File: src/rtl/game_2048_pkg.sv
// Shared types for the 2048 input path: direction tokens, button FSM states
// and the default debounce interval.
package game_2048_pkg;

    typedef enum logic [1:0] {
        DIR_RIGHT = 2'd0,
        DIR_UP    = 2'd1,
        DIR_DOWN  = 2'd2,
        DIR_LEFT  = 2'd3
    } dir_t;

    typedef enum logic [2:0] {
        ST_IDLE     = 3'd0,
        ST_PRESS_DB = 3'd1,
        ST_ISSUE    = 3'd2,
        ST_WAIT_REL = 3'd3,
        ST_REL_DB   = 3'd4
    } btn_state_t;

    // 20 ms at 50 MHz
    localparam int DEBOUNCE_CYCLES_DEFAULT = 1_000_000;

endpackage

File: src/rtl/sync_2ff.sv
// Two-flop synchronizer, WIDTH bits wide, with a configurable reset value so
// that idle-high inputs come out of reset in their inactive level.
module sync_2ff #(
    parameter int              WIDTH     = 1,
    parameter logic [WIDTH-1:0] RESET_VAL = '0
) (
    input  logic             clk,
    input  logic             rst,
    input  logic [WIDTH-1:0] d,
    output logic [WIDTH-1:0] q
);

    logic [WIDTH-1:0] meta_q, meta_d;
    logic [WIDTH-1:0] sync_q, sync_d;

    always_comb begin
        meta_d = d;
        sync_d = meta_q;
    end

    always_ff @(posedge clk) begin
        if (rst) begin
            meta_q <= RESET_VAL;
            sync_q <= RESET_VAL;
        end else begin
            meta_q <= meta_d;
            sync_q <= sync_d;
        end
    end

    assign q = sync_q;

endmodule

File: src/rtl/button_move_encoder.sv
// Debounces the four raw buttons and turns each physical press into exactly
// one direction token handed to the game core over valid/ready.
//   state    | meaning
//   IDLE     | waiting for a press while moves are enabled
//   PRESS_DB | candidate mask must stay stable DEBOUNCE_CYCLES cycles
//   ISSUE    | token offered, held until the consumer takes it
//   WAIT_REL | waiting for all buttons released
//   REL_DB   | release must stay stable DEBOUNCE_CYCLES cycles
module button_move_encoder
    import game_2048_pkg::*;
#(
    parameter int DEBOUNCE_CYCLES = DEBOUNCE_CYCLES_DEFAULT
) (
    input  logic       clk,
    input  logic       rst,
    input  logic [3:0] buttons,
    input  logic       move_en,
    input  logic       move_ready,
    output logic       move_valid,
    output logic [1:0] move_dir,
    output logic       pressed
);

    localparam int               CNT_W   = $clog2(DEBOUNCE_CYCLES);
    localparam logic [CNT_W-1:0] CNT_MAX = CNT_W'(DEBOUNCE_CYCLES - 1);

    logic [3:0] btn_sync;
    logic [3:0] p;

    btn_state_t       state_q, state_d;
    logic [CNT_W-1:0] cnt_q, cnt_d;
    logic [3:0]       cand_q, cand_d;
    dir_t             dir_q, dir_d;
    logic             discard_q, discard_d;
    logic             cand_onehot;
    dir_t             cand_dir;

    sync_2ff #(
        .WIDTH    (4),
        .RESET_VAL(4'b1111)
    ) u_sync (
        .clk(clk),
        .rst(rst),
        .d  (buttons),
        .q  (btn_sync)
    );

    assign p = ~btn_sync;

    assign cand_onehot = (cand_q != 4'd0) && ((cand_q & (cand_q - 4'd1)) == 4'd0);

    always_comb begin
        cand_dir = DIR_RIGHT;
        case (cand_q)
            4'b0010: cand_dir = DIR_UP;
            4'b0100: cand_dir = DIR_DOWN;
            4'b1000: cand_dir = DIR_LEFT;
            default: cand_dir = DIR_RIGHT;
        endcase
    end

    always_comb begin
        state_d   = state_q;
        cnt_d     = cnt_q;
        cand_d    = cand_q;
        dir_d     = dir_q;
        discard_d = discard_q;
        case (state_q)
            ST_IDLE: begin
                // A press that began while moves were disabled stays ignored until released.
                if (p == 4'd0) begin
                    discard_d = 1'b0;
                end else if (!discard_q) begin
                    if (move_en) begin
                        cand_d  = p;
                        cnt_d   = '0;
                        state_d = ST_PRESS_DB;
                    end else begin
                        discard_d = 1'b1;
                    end
                end
            end
            ST_PRESS_DB: begin
                if (p != cand_q) begin
                    if (p == 4'd0) begin
                        state_d = ST_IDLE;
                    end else begin
                        cand_d = p;
                        cnt_d  = '0;
                    end
                end else if (cnt_q == CNT_MAX) begin
                    if (cand_onehot) begin
                        dir_d   = cand_dir;
                        state_d = ST_ISSUE;
                    end else begin
                        state_d = ST_WAIT_REL;
                    end
                end else begin
                    cnt_d = cnt_q + 1'b1;
                end
            end
            ST_ISSUE: begin
                if (move_ready) state_d = ST_WAIT_REL;
            end
            ST_WAIT_REL: begin
                if (p == 4'd0) begin
                    cnt_d   = '0;
                    state_d = ST_REL_DB;
                end
            end
            ST_REL_DB: begin
                if (p != 4'd0) begin
                    state_d = ST_WAIT_REL;
                end else if (cnt_q == CNT_MAX) begin
                    state_d = ST_IDLE;
                end else begin
                    cnt_d = cnt_q + 1'b1;
                end
            end
            default: state_d = ST_IDLE;
        endcase
    end

    always_ff @(posedge clk) begin
        if (rst) begin
            state_q   <= ST_IDLE;
            cnt_q     <= '0;
            cand_q    <= 4'd0;
            dir_q     <= DIR_RIGHT;
            discard_q <= 1'b0;
        end else begin
            state_q   <= state_d;
            cnt_q     <= cnt_d;
            cand_q    <= cand_d;
            dir_q     <= dir_d;
            discard_q <= discard_d;
        end
    end

    assign move_valid = (state_q == ST_ISSUE);
    assign move_dir   = dir_q;
    assign pressed    = (state_q == ST_ISSUE) || (state_q == ST_WAIT_REL) ||
                        (state_q == ST_REL_DB);

endmodule

File: config.mk
export PLATFORM = sky130hd
export DESIGN_NAME = button_move_encoder
export DESIGN_NICKNAME = d
export VERILOG_FILES = /design/src/rtl/game_2048_pkg.sv /design/src/rtl/sync_2ff.sv /design/src/rtl/button_move_encoder.sv
export SDC_FILE = /design/constraint.sdc
export NUM_CORES = 1
export LEC_CHECK = 0
export ABC_CLOCK_PERIOD_IN_PS = 3070
export CELL_PAD_IN_SITES_DETAIL_PLACEMENT = 0
export CELL_PAD_IN_SITES_GLOBAL_PLACEMENT = 1
export CORE_MARGIN = 2
export CORE_UTILIZATION = 45
export CTS_CLUSTER_DIAMETER = 60
export CTS_CLUSTER_SIZE = 16
export DETAILED_ROUTE_END_ITERATION = 10
export PLACE_DENSITY = 0.89
export SETUP_SLACK_MARGIN = 0.2
export SLEW_MARGIN = 20
export SYNTH_ARGS = -nofsm -noshare
export SYNTH_HDL_FRONTEND = slang
export SYNTH_SLANG_ARGS = --single-unit
File: constraint.sdc
create_clock -name clk -period 3.07 [get_ports clk]
set_input_delay 0.7675 -clock clk [delete_from_list [all_inputs] [get_ports clk]]
set_output_delay 0.7675 -clock clk [all_outputs]
set_load 0.02 [all_outputs]
Yosys cells after proc, flatten, opt, wreduce, memory -nomap -nowiden:

Cells that the tools add are included.

* add/sub/neg operators: 2
* equal/unequal tests: 21
* multiplexer cells: 31
* bitwise logic cells: 3
* reduce and logical (&&, ||, !) cells: 14

Operators by type and width (count)
* 2-to-1 mux 20 bit: 8
* case mux 20 bit (4 select lines): 1
* 2-to-1 mux 3 bit: 10
* adder 20 x 1 -> 20 bit (second input constant): 1
* equality test 20 bit (second input constant): 1
* 2-to-1 mux 4 bit: 5
* != test 2 bit (second input constant): 8
* case mux 3 bit (5 select lines): 1
* != test 3 bit (second input constant): 4
* nonzero test 4 bit: 3
* zero test 4 bit: 2
* case mux 4 bit (2 select lines): 1
* AND reduction 8 bit: 1
* AND reduction 7 bit: 1
* equality test 3 x 2 -> 1 bit (second input constant): 2
* case mux 2 bit (3 select lines): 1
* AND reduction 6 bit: 1
* bitwise AND 4 bit: 1
* equality test 4 x 2 -> 1 bit (second input constant): 1
* equality test 4 x 3 -> 1 bit (second input constant): 1
* equality test 4 bit (second input constant): 1
* 2-to-1 mux 1 bit: 4
* != test 4 bit: 1
* inverter 4 bit: 1
* other kinds (9): 10

* register bits: 38
* input port bits: 8
* output and inout port bits: 4
* logic and storage cells: 78

Logic depth before layout (Yosys ltp):

Gate-level depths: netlist (run 1).

* depth in word-level cells: 8
* depth in mapped cells: 9
* mapped depth without buffers: 6

Hierarchy:

A second synthesis (run 1) with hierarchy kept.

* cell total of the unflattened synthesis: 255
* area, all modules: 2128.3 µm²

Modules (own cells, without submodules)
* button_move_encoder: instances 1, cells an instance 239, area each 1918.1 µm², seq. area each 600.6 µm²
* sync_2ff: instances 1, cells an instance 16, area each 210.2 µm², seq. area each 160.2 µm²

Worst setup path before layout (run 1):

Ideal clock, no wire load.

* kind: input port to flip-flop
* start: in move_en
* end: reg cnt_q[17]
* setup time: 117 ps
* arrival time: 1916 ps
* data required time: 2953 ps
* path slack: 1037 ps
* cell stages on the path: 7
* buffers on the path: 2
* cell sequence: nor2b_1 and3_1 nor3_1 buf_6 buf_2 nor2_1 a32o_1

* cells in the longest elaborated chain, start to end: 2

Ends and longest elaborated chain
* start: declaration: RTL line button_move_encoder.sv:17 `input logic move_en,`
* != test 2 bit (no line)
* AND reduction 7 bit (no line)
* end signal: assignment: RTL line button_move_encoder.sv:133 `cnt_q <= cnt_d;`
* end: declaration: RTL line button_move_encoder.sv:31 `logic [CNT_W-1:0] cnt_q, cnt_d;`

Every way passes these cells.
A chain may end at the register's enable or synchronous reset.

Final worst setup path (run 1):

* start: reg state_q[2]
* end: out pressed

* cells in the longest elaborated chain, start to end: 3
* elaborated cells between the ends (all ways): 5
* classes of those cells: 3 x eq/ne; 2 x reduce/logical

Ends and longest elaborated chain
* start: declaration: RTL line button_move_encoder.sv:30 `btn_state_t state_q, state_d;`
* start signal: assignment: RTL line button_move_encoder.sv:132 `state_q <= state_d;`
* equality test 3 x 2 -> 1 bit: RTL line button_move_encoder.sv:142 `assign pressed = (state_q == ST_ISSUE) || (state_q == ST_WAIT_REL) ||`
* logical OR 1 bit: RTL line button_move_encoder.sv:142
* logical OR 1 bit (*): RTL line button_move_encoder.sv:142
* end: declaration: RTL line button_move_encoder.sv:21 `output logic pressed`

Mark *: on every way between the ends. The rest lies on a longest branch, timed or not.

==> flow_metrics.tcl, run 1 <==
set metrics [dict create \
    die_h_um 75.4 \
    h-tree-depth 2 \
    cts.clk_slew.worst_paths_ns 0.08 \
    status "finished, final reports clean" \
    cts_resized 0 \
    cp_max_fo 10 \
    routabilityCongestion 0.804 \
    whs_path_depth 1 \
    dp_hpwl_um 3460 \
    start_util_pct 47.6 \
    diodes 0 \
    grt_start_max_net_pins 48 \
    synth_flop_cell "dfxtp_1" \
    crit_path_start_kind "flop" \
    drc 0 \
    yosysWarnings 0 \
    grt_pass1_vias 1820 \
    coreArea_um2 4820 \
    area_growth_pct 9.94 \
    post-cts-setup-buffers 0 \
    synthCells 272 \
    crit_chain "or3b_4 > nand2_1 > clkdlybuf4s50_1" \
    cts_buffer_depth 2 \
    relSlewSlack_pct 34.6 \
    critPathCaptureType "output port" \
    maxCapViolations 0 \
    io_pins 12 \
    hp-class "flop to flop" \
    drv_slew 0 \
    fin_hold_ws_ns 0.412 \
    nets 279 \
    yosysSeqAreaShare_pct 33.2 \
    fin_area_um2 2520 \
    place_area_um2 2400 \
    worst_slew_pin_slew_ns 0.975 \
    dr.pass1.iters 4 \
    wl_per_cell_um 15.0 \
    final.period_utilization_pct 88.5 \
    grt_pass1_wl_um 8630 \
    synth_edf_count 0 \
    clkLatencyLatePin_ns 0.30 \
    antenna_found_initial 0 \
    synth_seq_cells 38 \
    reg2reg_depth 6 \
    dieArea_um2 5680 \
    rsz0062_at_grt "no" \
    timing_hold_violations_final 0 \
    clock-sinks 38 \
    cts-root-buf "clkbuf_8" \
    crit_arrival_ns 1.95 \
    cts_tree "yes" \
    max_stage_delay_ns 0.60 \
    cpMaxStageDelayCell "clkdlybuf4s50_1" \
    fmax_mhz 368 \
    drive_gt1_share_pct 11.4 \
    grt_remaining_overflow 0 \
    async_reset_ff_share_pct 0 \
    crit_type "flop to output port" \
    layout_common_cells "dfxtp_1, nor2_1, o31ai_1, a21oi_1" \
    viasPerCell 6.09 \
    rows 25 \
    synth_area_per_cell_um2 8.42 \
    final_common_cell "dfxtp_1" \
    fill_cells 473 \
    via_count 2059 \
    ant_nets 0 \
    cp.required_ns 2.30 \
    finClkSkew_ns 0.00468 \
    io_buffers 11 \
    p_per_area_nw_per_um2 653 \
    syn_nets 281 \
    setup_violations 0 \
    synth.cell_area_um2 2290 \
    tns_ns 0 \
    cts_hold_buf 0 \
    grtUsageTotal_pct 19.5 \
    fin_crit_ns 2.72 \
    leakagePower_uw 0.000806 \
    die_w_um 75.4 \
    drt_iter0_markers 149 \
    peakVddDrop_mv 0.382 \
    routed_wirelength_um 5060 \
    cts_buffers 5 \
    yosysUniqueCellTypes 47 \
]
layer usage:
metal | up-vias | track usage [%] | share of wire (%)
li1 | 1060 | - | -
met2 | 42 | 31.3 | 46
met1 | 952 | 26.8 | 50
met3 | 5 | 4.37 | 3.4
met5 | - | 0 | 0
met4 | 0 | 4.68 | 0.95
area by class of cell:
class	instances	area, um^2	area share, %
clock inverters	3	45.0	1.79
inverters	4	15.0	0.596
multi-input cells	203	1370	54.4
repair buffers	18	175	6.95
flip-flops and latches	38	761	30.2
well taps	67	83.8	3.33
clock buffers	5	68.8	2.73
Yosys cell counts, types with 2 or more instances:
| library cell | number | area (um^2) |
|---|---|---|
| a211o_1 | 4 | 35.0 |
| a211oi_1 | 5 | 37.5 |
| a21oi_1 | 12 | 60.1 |
| a31oi_1 | 2 | 12.5 |
| a32o_1 | 3 | 30.0 |
| and2_1 | 2 | 12.5 |
| and3_1 | 3 | 18.8 |
| and4_1 | 4 | 35.0 |
| buf_2 | 4 | 20.0 |
| buf_4 | 7 | 52.6 |
| buf_6 | 3 | 33.8 |
| clkbuf_1 | 13 | 48.8 |
| dfxtp_1 | 38 | 761 |
| inv_1 | 4 | 15.0 |
| mux2i_1 | 11 | 110 |
| nand2_1 | 9 | 33.8 |
| nand3_1 | 10 | 50.1 |
| nand4_1 | 11 | 68.8 |
| nor2_1 | 26 | 97.6 |
| nor2b_1 | 3 | 18.8 |
| nor3_1 | 10 | 50.1 |
| nor4_1 | 10 | 62.6 |
| nor4b_1 | 4 | 35.0 |
| nor4b_2 | 2 | 30.0 |
| o2111ai_1 | 3 | 26.3 |
| o21ai_0 | 4 | 20.0 |
| o311ai_0 | 10 | 87.6 |
| o31ai_1 | 18 | 135 |
| or2_2 | 8 | 50.1 |
| or3_1 | 3 | 18.8 |
| or4_1 | 5 | 37.5 |
| xnor2_1 | 2 | 17.5 |
| xor2_1 | 5 | 43.8 |
registers in the layout, indices dropped and copies added (netlist names):
signal         cells
u_sync.q           4
u_sync.meta_q      4
state_q            3
move_dir           2
cand_q             4
cnt_q             20
discard_q          1
metrics by stage:
stage	worst slack, ns	instances	utilization, %	power, uW
floorplan	1.04	272	-	1120
global placement	0.473	330	49.9	1200
detailed placement	0.406	330	49.9	1210
global route	0.276	338	52.3	1760
CTS	0.350	338	52.3	1650
finish	0.352	338	52.3	1650
critical path, delay by kind of cell, from the launching register on:
kind | cells | cell delay (ns)
buffers and inverters | 1 | 0.60
flip-flops | 1 | 0.51
AND/OR/NAND/NOR | 2 | 0.54
power by group:
part           internal, uW  total [uW]  leakage [uW]  switching [uW]
Sequential              531         584      0.000309            53.7
Combinational           233         625      0.000447             392
Clock                   242         437     0.0000504             195
cells by family (layout without fill, tap and decap cells):
logic type                 Yosys count  after routing  synth area share [%]
and+or+nand+nor                    116            116                  29.1
AOI/OAI and AO/OA                   68             68                  22.2
DFF                                 38             38                  33.2
buffers and inverters               31             30                  7.43
muxes                               11             11                  4.81
xor gates and xnor gates             7              7                  2.68
adders and majority gates            1              1                 0.546
final timing paths:
path | from | slack (ns) | to
min | u_sync.meta_q[2]$_SDFF_PP1_ | 0.41 | u_sync.q[2]$_SDFF_PP1_
min reg2reg | u_sync.meta_q[2]$_SDFF_PP1_ | 0.41 | u_sync.q[2]$_SDFF_PP1_
max | state_q[2]$_SDFFE_PP0P_ | 0.35 | pressed
max reg2reg | cand_q[3]$_SDFFE_PP0P_ | 0.75 | cnt_q[6]$_SDFFE_PP0P_
No activity file was read; power rests on OpenSTA's default activity.
==> inputs of run 2 (changes only) <==
--- a/config.mk
+++ b/config.mk
@@ -6,6 +6,7 @@
 export NUM_CORES = 1
 export LEC_CHECK = 0
 export ABC_CLOCK_PERIOD_IN_PS = 3070
+export CAP_MARGIN = 25
 export CELL_PAD_IN_SITES_DETAIL_PLACEMENT = 0
 export CELL_PAD_IN_SITES_GLOBAL_PLACEMENT = 1
 export CORE_MARGIN = 2
@@ -13,7 +14,7 @@
 export CTS_CLUSTER_DIAMETER = 60
 export CTS_CLUSTER_SIZE = 16
 export DETAILED_ROUTE_END_ITERATION = 10
-export PLACE_DENSITY = 0.89
+export PLACE_DENSITY_LB_ADDON = 0.1
 export SETUP_SLACK_MARGIN = 0.2
 export SLEW_MARGIN = 20
 export SYNTH_ARGS = -nofsm -noshare
==> run 2 against run 1 <==
Effect of this change: flip-flop and latch count unchanged; count of clock-buffer cells in the layout unchanged; sequential power about the same; setup slack got worse by 0.014 ns; non-clock buffer count increased by 1; critical path depth unchanged; design area increased by 0.30%; routed wire length increased by 1.6%; hold slack about the same; via count increased by 1.3%; combinational power decreased by 1%; critical path type unchanged; largest cell class unchanged; highest routed layer unchanged.
==> flow_metrics.tcl, run 2 (same netlist as run 1, synthesis figures left out) <==
set metrics [dict create \
    critPathCaptureType "output port" \
    layout_common_cells "dfxtp_1, nor2_1, o31ai_1, a21oi_1" \
    post-cts-setup-buffers 0 \
    dr.pass1.iters 4 \
    crit_type "flop to output port" \
    dp_hpwl_um 3460 \
    fin_crit_ns 2.73 \
    p_per_area_nw_per_um2 649 \
    cp.required_ns 2.30 \
    diodes 0 \
    die_h_um 75.4 \
    min-delay-start "u_sync.meta_q[3]$_SDFF_PP1_" \
    place_ws_ns 0.398 \
    fmax_mhz 366 \
    start_util_pct 47.6 \
    regMostFlops "cnt_q" \
    stdcell_count 339 \
    ant_nets 0 \
    finClkSkew_ns 0.00447 \
    io_pins 12 \
    cts_tree "yes" \
    routabilityCongestion 0.785 \
    h-tree-depth 2 \
    whs_path_depth 1 \
    drc 0 \
    fin_hold_ws_ns 0.412 \
    crit_arrival_ns 1.96 \
    cts_hold_buf 0 \
    cts.clk_slew.worst_paths_ns 0.08 \
    grtUsageTotal_pct 20.1 \
    hp-class "flop to flop" \
    coreArea_um2 4820 \
    timing_hold_violations_final 0 \
    rsz0062_at_grt "no" \
    leakagePower_uw 0.000811 \
    peakVddDrop_mv 0.330 \
    rr_startpoint "cand_q[2]$_SDFFE_PP0P_" \
    r2r_slack_ns 0.85 \
    grt_pass1_vias 1789 \
    path_buf_inv 1 \
    clock-sinks 38 \
    dieArea_um2 5680 \
    routed_wirelength_um 5140 \
    fill_cells 509 \
    relSlewSlack_pct 44.3 \
    cts-root-buf "clkbuf_8" \
    max_stage_delay_ns 0.59 \
    grt_remaining_overflow 0 \
    clkLatencyLatePin_ns 0.30 \
    cts_buffers 5 \
    final.period_utilization_pct 89.0 \
    cp_max_fo 10 \
    r2r_end "cnt_q[9]$_SDFFE_PP0P_" \
    viasPerCell 6.15 \
    largest_reg_flops 20 \
    grt_start_max_net_pins 48 \
    setup_violations 0 \
    placed_cells 331 \
    io_buffers 11 \
    wl_per_cell_um 15.2 \
    worst_slew_pin_slew_ns 0.830 \
    rows 25 \
    die_w_um 75.4 \
    reg2reg_depth 6 \
    drv_slew 0 \
    cts_buffer_depth 2 \
    grt_pass1_wl_um 8740 \
    status "finished, final reports clean" \
    cpMaxStageDelayCell "clkdlybuf4s50_1" \
    tns_ns 0 \
    setup_slack_ns 0.338 \
    cts_resized 0 \
    antenna_found_initial 0 \
    nets 280 \
    critPathTopFamily "buffers and inverters" \
    maxCapViolations 0 \
    area_growth_pct 10.3 \
    via_count 2085 \
    crit_path_start_kind "flop" \
    drt_iter0_markers 218 \
    crit_chain "or3b_4 > nand2_1 > clkdlybuf4s50_1" \
    whs_endpoint "u_sync.q[3]$_SDFF_PP1_" \
    finalCoreUtilization_pct 52.4 \
    drive_gt1_share_pct 11.8 \
    final_common_cell "dfxtp_1" \
]
run 2: cell types whose count changed in the layout (fill, tap and decap cells not counted):
cell,delta
buf_4,+1
run 2: power breakdown:
part | switching (uW) | internal (uW) | total, uW
logic | 387 | 229 | 616
clock network | 199 | 242 | 441
registers | 52.6 | 530 | 583
run 2: worst max path at each step:
stage	slack (ns)	to	depth (start not counted)	startpoint
detailed placement	0.40	cnt_q[4]$_SDFFE_PP0P_	7	move_en
global placement	0.43	cnt_q[0]$_SDFFE_PP0P_	7	move_en
global route	0.29	pressed	3	state_q[2]$_SDFFE_PP0P_
floorplan	1.04	cnt_q[17]$_SDFFE_PP0P_	7	move_en
finish	0.34	pressed	3	state_q[2]$_SDFFE_PP0P_
CTS	0.34	pressed	3	state_q[2]$_SDFFE_PP0P_
run 2: per-stage QoR:
| stage | total power, uW | cell area, um^2 |
|---|---|---|
| finish | 1640 | 2530 |
| global route | 1750 | 2530 |
| CTS | 1650 | 2530 |
| detailed placement | 1210 | 2410 |
| global placement | 1200 | 2410 |
| floorplan | 1120 | 2290 |
run 2: per-layer routing:
| layer | up-vias | share of wire [%] | wire [um] | GRT usage, % |
|---|---|---|---|---|
| li1 | 1048 | - | - | - |
| met1 | 1000 | 53 | 2710 | 29.2 |
| met2 | 30 | 43 | 2200 | 29.4 |
| met3 | 7 | 3.1 | 158 | 4.10 |
| met4 | 0 | 1.3 | 68 | 7.41 |
| met5 | - | 0 | 0 | 0 |
run 2: layout make-up:
class                   count  area [um^2]  share of cell area, %
inverters                   4         15.0                  0.594
flip-flops and latches     38          761                   30.1
multi-input cells         203         1370                   54.2
clock inverters             3         45.0                   1.78
repair buffers             19          183                   7.23
clock buffers               5         68.8                   2.72
well taps                  67         83.8                   3.32
run 2: worst register-to-register path: cells and delay by family, from the launching register on:
| kind | cells | cell delay (ns) |
|---|---|---|
| muxes | 1 | 0.16 |
| buffers and inverters | 1 | 0.35 |
| and+or+nand+nor | 1 | 0.15 |
| xor gates and xnor gates | 1 | 0.22 |
| DFF | 1 | 0.47 |
| AOI/OAI and AO/OA | 2 | 0.81 |
